<file path="config.mk">
export PLATFORM = sky130hd
export DESIGN_NAME = rst_seq_ctrl
export DESIGN_NICKNAME = d
export VERILOG_FILES = /design/src/rtl/rst_seq_pkg.sv /design/src/rtl/rst_sync_chain.sv /design/src/rtl/rst_seq_ctrl.sv
export SDC_FILE = /design/constraint.sdc
export NUM_CORES = 1
export LEC_CHECK = 0
export CAP_MARGIN = 20
export CORE_MARGIN = 3
export CORE_UTILIZATION = 56
export CTS_CLUSTER_DIAMETER = 60
export CTS_CLUSTER_SIZE = 8
export DETAILED_ROUTE_END_ITERATION = 7
export PLACE_DENSITY = 0.87
export SETUP_SLACK_MARGIN = 0.5
export SYNTH_ARGS = -nofsm -noshare
export SYNTH_HDL_FRONTEND = slang
export SYNTH_SLANG_ARGS = --single-unit
</file>
<file path="constraint.sdc">
create_clock -name i_clkin -period 4.4 [get_ports i_clkin]
set_clock_uncertainty 0.05 [all_clocks]
set_input_delay 0.88 -clock i_clkin [delete_from_list [all_inputs] [get_ports i_clkin]]
set_output_delay 0.88 -clock i_clkin [all_outputs]
set_load 0.02 [all_outputs]
</file>
<file path="src/rtl/rst_seq_pkg.sv">
`default_nettype none
// ============================================================================
// Module   : rst_seq_pkg
// Brief    : Shared state encodings and default sizing for the reset sequencer.
// Revision : 1.0 - initial release
// ============================================================================
package rst_seq_pkg;

  localparam int c_DEF_SYNC_STAGES = 2;
  localparam int c_DEF_NUM_OUT     = 4;
  localparam int c_DEF_STEP_CYCLES = 16;

  typedef enum logic [1:0] {
    ST_HOLD = 2'd0,
    ST_STEP = 2'd1,
    ST_DONE = 2'd2
  } seq_state_t;

endpackage
`default_nettype wire

</file>
<file path="src/rtl/rst_sync_chain.sv">
`default_nettype none
// ============================================================================
// Module   : rst_sync_chain
// Brief    : Asynchronous-assert, synchronous-release reset synchroniser of
//            configurable depth (active-low in and out).
// Revision : 1.0 - initial release
// ============================================================================
module rst_sync_chain #(
  parameter int SYNC_STAGES = 2
) (
  input  logic i_clkin,
  input  logic i_reset,
  output logic o_reset
);

  logic [SYNC_STAGES-1:0] r_sync;

  generate
    if (SYNC_STAGES < 1) begin : g_bad_depth
      $error("rst_sync_chain: SYNC_STAGES must be at least 1");
    end

    if (SYNC_STAGES == 1) begin : g_single
      always_ff @(posedge i_clkin or negedge i_reset) begin
        if (!i_reset) begin
          r_sync <= 1'b0;
        end else begin
          r_sync <= 1'b1;
        end
      end
    end else begin : g_multi
      always_ff @(posedge i_clkin or negedge i_reset) begin
        if (!i_reset) begin
          r_sync <= '0;
        end else begin
          r_sync <= {r_sync[SYNC_STAGES-2:0], 1'b1};
        end
      end
    end
  endgenerate

  assign o_reset = r_sync[SYNC_STAGES-1];

endmodule
`default_nettype wire

</file>
<file path="src/rtl/rst_seq_ctrl.sv">
`default_nettype none
// ============================================================================
// Module   : rst_seq_ctrl
// Brief    : Reset synchroniser plus sequencer releasing NUM_OUT active-low
//            resets one by one, STEP_CYCLES apart, with software restart.
// Revision : 1.0 - initial release
// ============================================================================
module rst_seq_ctrl
  import rst_seq_pkg::*;
#(
  parameter int SYNC_STAGES = c_DEF_SYNC_STAGES,
  parameter int NUM_OUT     = c_DEF_NUM_OUT,
  parameter int STEP_CYCLES = c_DEF_STEP_CYCLES
) (
  input  logic               i_clkin,
  input  logic               i_reset,
  input  logic               i_sw_rst,
  output logic [NUM_OUT-1:0] o_reset,
  output logic               o_done,
  output logic               o_busy
);

  localparam int c_CNT_W = $clog2(STEP_CYCLES + 1);
  localparam int c_IDX_W = $clog2(NUM_OUT + 1);

  localparam logic [c_CNT_W-1:0] c_CNT_LAST = c_CNT_W'(STEP_CYCLES - 1);
  localparam logic [c_IDX_W-1:0] c_IDX_LAST = c_IDX_W'(NUM_OUT - 1);

  generate
    if (SYNC_STAGES < 2) begin : g_bad_sync
      $error("rst_seq_ctrl: SYNC_STAGES must be at least 2");
    end
    if (NUM_OUT < 1) begin : g_bad_num
      $error("rst_seq_ctrl: NUM_OUT must be at least 1");
    end
    if (STEP_CYCLES < 1) begin : g_bad_step
      $error("rst_seq_ctrl: STEP_CYCLES must be at least 1");
    end
  endgenerate

  seq_state_t          r_state;
  logic [c_CNT_W-1:0]  r_cnt;
  logic [c_IDX_W-1:0]  r_idx;
  logic [NUM_OUT-1:0]  r_rst;
  logic                r_done;
  logic                r_busy;
  logic                w_rel_pre;

  // The FSM's exit from ST_HOLD acts as the final synchroniser stage, so the
  // chain supplies the first SYNC_STAGES-1 flops and r_rel coincides with it.
  rst_sync_chain #(
    .SYNC_STAGES(SYNC_STAGES - 1)
  ) u_sync (
    .i_clkin(i_clkin),
    .i_reset(i_reset),
    .o_reset(w_rel_pre)
  );

  always_ff @(posedge i_clkin or negedge i_reset) begin
    if (!i_reset) begin
      r_state <= ST_HOLD;
      r_cnt   <= '0;
      r_idx   <= '0;
      r_rst   <= '0;
      r_done  <= 1'b0;
      r_busy  <= 1'b0;
    end else if (i_sw_rst && (r_state != ST_HOLD)) begin
      // Software restart beats a release falling on the same edge.
      r_state <= ST_STEP;
      r_cnt   <= '0;
      r_idx   <= '0;
      r_rst   <= '0;
      r_done  <= 1'b0;
      r_busy  <= 1'b1;
    end else begin
      case (r_state)
        ST_HOLD: begin
          if (w_rel_pre) begin
            r_state <= ST_STEP;
            r_cnt   <= '0;
            r_idx   <= '0;
            r_busy  <= 1'b1;
          end
        end
        ST_STEP: begin
          if (r_cnt == c_CNT_LAST) begin
            r_cnt <= '0;
            for (int k = 0; k < NUM_OUT; k++) begin
              if (r_idx == c_IDX_W'(k)) begin
                r_rst[k] <= 1'b1;
              end
            end
            r_idx <= r_idx + c_IDX_W'(1);
            if (r_idx == c_IDX_LAST) begin
              r_state <= ST_DONE;
              r_done  <= 1'b1;
              r_busy  <= 1'b0;
            end
          end else begin
            r_cnt <= r_cnt + c_CNT_W'(1);
          end
        end
        ST_DONE: begin
          r_state <= ST_DONE;
        end
        default: begin
          r_state <= ST_HOLD;
        end
      endcase
    end
  end

  assign o_reset = r_rst;
  assign o_done  = r_done;
  assign o_busy  = r_busy;

endmodule
`default_nettype wire

</file>
==> impl_metrics.tcl, run 1 <==
set metrics [dict create \
    status "complete, no violations" \
    hpwlAfterDp_mm 1.12 \
    fp.dieH_um 45.2 \
    final_cell_area_sq_um 962 \
    netlist_instances 79 \
    drcViolationCount 0 \
    area_growth_pct 11.9 \
    worstSkewPairLatency_ns 0.27 \
    drt_first_pass_iters 4 \
    cap_violations 0 \
    r2r_slack_ns 2.72 \
    ant_nets 0 \
    netlist_area_sq_um 860 \
    cts-htree-levels 1 \
    grt_pass1_wl_mm 2.66 \
    cts_inserted_buffers 3 \
    finalSetupViolations 0 \
    worstReg2RegStart "r_state[1]$_DFFE_PN0P_" \
    drive_gt1_frac 0.136 \
    crit_fanout 3 \
    critPathSlowestCell "clkdlybuf4s50_1" \
    grt_start_max_net_pins 17 \
    whs_path_depth 1 \
    whs_endpoint "r_cnt[4]$_DFFE_PN0P_" \
    slew_headroom 0.533 \
    synth_area_per_cell_sq_um 10.9 \
    cts_root_buf "clkbuf_4" \
    min_path_type "flop to flop" \
    cp_data_required_time_ns 3.47 \
    nNetsFinal 102 \
    core_area_sq_mm 0.00137 \
    drt_iter0_drc 6 \
    arrival_ns 1.26 \
    tns_ns 0 \
    p_leak_nw 0.479 \
    routed_via_density 5.79 \
    post_drt_wl_per_cell_um 14.0 \
    critical_path.max_stage_delay_ns 0.61 \
    ys_ff_latch 16 \
    hold_viol_final 0 \
    grt_setup_unrepaired "no" \
    period_share 0.497 \
    antenna_cells 0 \
    cts_tree "yes" \
    synth_adder_area_share 0.131 \
    num_rows 13 \
    cts_setup_buffers 0 \
    cts_sinks 16 \
    ys_types 32 \
    path_cells "clkdlybuf4s50_1" \
    syn_nets 91 \
    worst_slack_ns 2.21 \
    dieArea_sq_mm 0.00204 \
    post-route-min-period_ns 2.19 \
    r2r-end "r_cnt[0]$_DFFE_PN0P_" \
    end_kind "primary output" \
    cp.buffers_inverters 1 \
    gp_congestion 0.762 \
    synth_top_family_by_area "compound AO/OA/AOI/OAI gates" \
    power_per_cell_area_mw_per_mm2 436 \
    critical_path_class "flop to primary output" \
    gr-total-overflow 0 \
    slew_viol_final 0 \
    synth_compound_area_frac 0.164 \
    die_x_um 45.2 \
    cts-resized-gates 0 \
    crit_family "buffers and inverters" \
    grt.total_usage 0.183 \
    p_total_mw 0.420 \
    synthMuxAreaShare 0.0378 \
    ctsHoldBuffers 0 \
    boundaryPins 9 \
    routed_wl_mm 1.44 \
    synth_warnings 0 \
    max_freq_ghz 0.457 \
    synthSimpleGateAreaFrac 0.148 \
    start_util 0.629 \
    preCtsSetupSlack_ns 1.99 \
    antenna_found_initial 0 \
    dpl_cell_area_sq_um 940 \
    worst_setup_path_start_kind "flop" \
    grt_pass1_vias 602 \
    clk_path_buf_depth 2 \
    synth_xor_area_frac 0 \
    ys_seq_area_frac 0.466 \
    tightestPinTransition_ns 0.699 \
    hold_start "r_cnt[4]$_DFFE_PN0P_" \
    numPortBuffers 8 \
    clk_pin_slew_ns 0.08 \
    reg2regPathDepth 5 \
    via_count 596 \
    ir_drop_mv 0.258 \
]
-- cells in the final DEF, fill, tap and decap left out --
cell	n
o31a_1	1
nand3_1	1
nor3_2	1
mux2i_1	1
o31ai_2	1
a21o_1	2
o21ai_0	2
o21a_1	1
dfrtp_1	16
ha_1	9
mux2_2	2
and2_4	1
nor2b_1	2
and4b_1	1
nor2_1	5
clkbuf_4	3
a22o_1	3
o31ai_1	1
nand4_1	1
inv_1	6
nor3_1	1
conb_1	1
nand2_1	4
a21oi_1	5
nand2_2	1
clkdlybuf4s50_1	8
and3_1	2
nand2b_2	2
o2bb2ai_1	1
a31oi_1	1
o21ai_1	1
o21ai_2	1
-- kinds of logic (layout without fill, tap and decap cells) --
kind of cell               count (synthesis)  after routing
AOI/OAI and AO/OA                         20             20
adders and majority gates                  9              9
buffers and inverters                      8             17
DFF                                       16             16
muxes                                      3              3
other                                      1              1
and+or+nand+nor                           22             22
-- final cells by class --
cell class / instances / area (sq um)
multi-input cells: 55 / 418
flip-flops and latches: 16 / 400
fillers: 106 / 404
clock buffers: 3 / 22.5
repair buffers: 8 / 80.1
well taps: 15 / 18.8
inverters: 6 / 22.5
-- sequential cells by signal (all words and copies together), names as in the netlist --
register and count:
r_cnt 5, o_reset 4, r_idx 3, u_sync.o_reset 1, o_busy 1, r_state 2
-- cell usage after synthesis, drive strengths merged --
cell     number  area share
nand2         5       0.025
a22o          3       0.031
o21ai         4       0.028
nand4         1      0.0073
conb          1      0.0044
and3          2       0.015
o2bb2ai       1       0.010
o31a          1       0.010
nand2b        2       0.020
nand3         1      0.0058
and4b         1       0.012
a21oi         5       0.029
buf           2       0.022
nor2b         2       0.015
o31ai         2       0.023
a21o          2       0.017
ha            9        0.13
inv           6       0.026
o21a          1      0.0087
and2          1       0.010
nor2          5       0.022
mux2i         1       0.012
mux2          2       0.026
a31oi         1      0.0073
dfrtp        16        0.47
nor3          2       0.017
-- power breakdown --
| part | switching [mW] | leakage, nW | internal (mW) |
|---|---|---|---|
| Combinational | 0.103 | 0.255 | 0.0666 |
| Sequential | 0.0130 | 0.211 | 0.165 |
| Clock | 0.0399 | 0.0138 | 0.0317 |
| Total | 0.156 | 0.479 | 0.263 |
-- metrics by stage --
step	cells	hold slack (ns)	util
after floorplan	79	0.399	-
after global placement	100	0.413	0.688
after detailed placement	100	0.424	0.688
after CTS	103	0.443	0.704
after global routing	103	0.485	0.704
final	103	0.438	0.704
-- how the worst max path moves through the flow --
stage / end / from / slack [ns] / cells past startpoint
detailed placement: r_cnt[0]$_DFFE_PN0P_ / i_sw_rst / 1.99 / 4
CTS: o_done / o_reset[3]$_DFFE_PN0P_ / 2.19 / 1
finish: o_done / o_reset[3]$_DFFE_PN0P_ / 2.21 / 1
floorplan: r_cnt[0]$_DFFE_PN0P_ / i_sw_rst / 2.65 / 3
global route: o_done / o_reset[3]$_DFFE_PN0P_ / 2.15 / 1
global placement: r_cnt[0]$_DFFE_PN0P_ / i_sw_rst / 2.05 / 4
-- metal layers --
layer / up-vias / wire length (um) / global-route usage
met5: - / 0 / 0
met4: 0 / 13 / 0.0702
met3: 2 / 66 / 0.0359
met2: 14 / 654 / 0.308
met1: 285 / 710 / 0.228
li1: 295 / - / -
Power figures use the tool's default switching activity.
==> run 2: changes to the inputs <==
--- a/config.mk
+++ b/config.mk
@@ -7,11 +7,11 @@
 export LEC_CHECK = 0
 export CAP_MARGIN = 20
 export CORE_MARGIN = 3
-export CORE_UTILIZATION = 56
+export CORE_UTILIZATION = 53
 export CTS_CLUSTER_DIAMETER = 60
 export CTS_CLUSTER_SIZE = 8
 export DETAILED_ROUTE_END_ITERATION = 7
-export PLACE_DENSITY = 0.87
+export PLACE_DENSITY = 0.83
 export SETUP_SLACK_MARGIN = 0.5
 export SYNTH_ARGS = -nofsm -noshare
 export SYNTH_HDL_FRONTEND = slang
==> constraint.sdc (replaced) <==
create_clock -name i_clkin -period 2.24 [get_ports i_clkin]
set_clock_uncertainty 0.05 [all_clocks]
set_input_delay 0.448 -clock i_clkin [delete_from_list [all_inputs] [get_ports i_clkin]]
set_output_delay 0.448 -clock i_clkin [all_outputs]
set_load 0.02 [all_outputs]
==> impl_metrics.tcl, run 2 (same netlist as run 1, synthesis figures left out) <==
set metrics [dict create \
    status "complete, no violations" \
    drt_first_pass_iters 4 \
    tightestPinTransition_ns 0.689 \
    slew_viol_final 0 \
    largest_reg_flops 5 \
    critical_path_class "flop to flop" \
    placed_cells 101 \
    slew_headroom 0.539 \
    cts_sinks 16 \
    layout_common_cells "dfrtp_1 (16), ha_1 (8), inv_1 (6), dlygate4sd2_1 (6)" \
    drt_iter0_drc 8 \
    drcViolationCount 0 \
    critPathSlowestCell "dfrtp_1" \
    end_kind "flop" \
    grt_start_max_net_pins 17 \
    grt_pass1_wl_mm 2.68 \
    ir_drop_mv 0.533 \
    cts_tree "yes" \
    cts_root_buf "clkbuf_4" \
    cp.buffers_inverters 1 \
    gp_congestion 0.809 \
    period_share 0.730 \
    finalSetupViolations 0 \
    clk_pin_slew_ns 0.09 \
    routed_wl_mm 1.59 \
    power_per_cell_area_mw_per_mm2 893 \
    grt.total_usage 0.184 \
    antenna_found_initial 0 \
    cap_violations 0 \
    die_x_um 46.3 \
    core_area_sq_mm 0.00142 \
    path_cells "inv_1 -> ha_1 -> nand2b_2 -> nand2_4 -> o21ai_1 -> mux2_2" \
    min_path_type "flop to flop" \
    preCtsSetupSlack_ns 0.368 \
    post-route-min-period_ns 1.64 \
    num_rows 13 \
    dieArea_sq_mm 0.00214 \
    crit_fanout 8 \
    drive_gt1_frac 0.169 \
    nNetsFinal 103 \
    worst_slack_ns 0.605 \
    arrival_ns 1.75 \
    layout.cells.non_filler 104 \
    final_common_cell "dfrtp_1" \
    start_util 0.607 \
    post_drt_wl_per_cell_um 15.3 \
    max_freq_ghz 0.612 \
    largest_register "r_cnt" \
    p_leak_nw 0.510 \
    gr-total-overflow 0 \
    critical_path.max_stage_delay_ns 0.36 \
    antenna_cells 0 \
    fp.dieH_um 46.3 \
    clk_path_buf_depth 2 \
    numPortBuffers 8 \
    cts-htree-levels 1 \
    cp_data_required_time_ns 2.36 \
    tns_ns 0 \
    hold_viol_final 0 \
    area_growth_pct 13.4 \
    hpwlAfterDp_mm 1.17 \
    hold_slack_ns 0.435 \
    ant_nets 0 \
    worstSkewPairLatency_ns 0.29 \
    ctsHoldBuffers 0 \
    worst_setup_path_start_kind "flop" \
    grt_setup_unrepaired "no" \
    crit_family "simple AND/OR/NAND/NOR gates" \
    grt_pass1_vias 606 \
    routed_via_density 5.88 \
    cts_inserted_buffers 3 \
    via_count 611 \
    boundaryPins 9 \
    cts_setup_buffers 0 \
]
## run 2: cell count changes in the layout (fill, tap and decap cells not counted), sizes merged
cell,change
dlygate4sd2,+6
buf,+1
clkdlybuf4s50,-6
## run 2: final timing paths
check	end	cells after the start	start	slack [ns]
max	r_idx[0]$_DFFE_PN0P_	6	r_state[0]$_DFFE_PN0P_	0.60
min	r_state[1]$_DFFE_PN0P_	1	r_state[1]$_DFFE_PN0P_	0.43
max reg2reg	r_idx[0]$_DFFE_PN0P_	6	r_state[0]$_DFFE_PN0P_	0.60
min reg2reg	r_state[1]$_DFFE_PN0P_	1	r_state[1]$_DFFE_PN0P_	0.43
max in group asynchronous	o_reset[2]$_DFFE_PN0P_	1	i_reset	1.18
min in group asynchronous	u_sync.o_reset$_DFF_PN0_	1	i_reset	0.51
## run 2: timing repair
action                                  4_1_cts  5_1_grt
gates resized for setup                       6        3
endpoints found under the setup margin        6        2
pin swaps                                     0        0
## run 2: power breakdown
group	leakage, nW	switching, mW	internal [mW]
Sequential	0.211	0.0241	0.324
Combinational	0.286	0.221	0.154
Clock	0.0138	0.0845	0.0626
Total	0.510	0.330	0.541
## run 2: metrics by stage
step           utilization  area, sq um  power (mW)
2_1_floorplan            -          860       0.609
3_3_place_gp         0.669          947       0.680
3_5_place_dp         0.669          947       0.703
4_1_cts              0.680          962       0.855
5_1_grt              0.689          975       0.943
6_report             0.689          975       0.871
## run 2: layout make-up
class / count / area (sq um)
Clock buffer: 3 / 22.5
Timing Repair Buffer: 9 / 80.1
Fill cell: 111 / 440
Sequential cell: 16 / 400
Multi-Input combinational cell: 55 / 430
Tap cell: 15 / 18.8
Inverter: 6 / 22.5
## run 2: layer usage
layer	wire length, um	part of all wire	GRT usage	vias up
li1	-	-	-	297
met1	702	0.44	0.228	295
met2	763	0.48	0.272	13
met3	68	0.043	0.0586	6
met4	54	0.034	0.119	0
met5	0	0	0	-
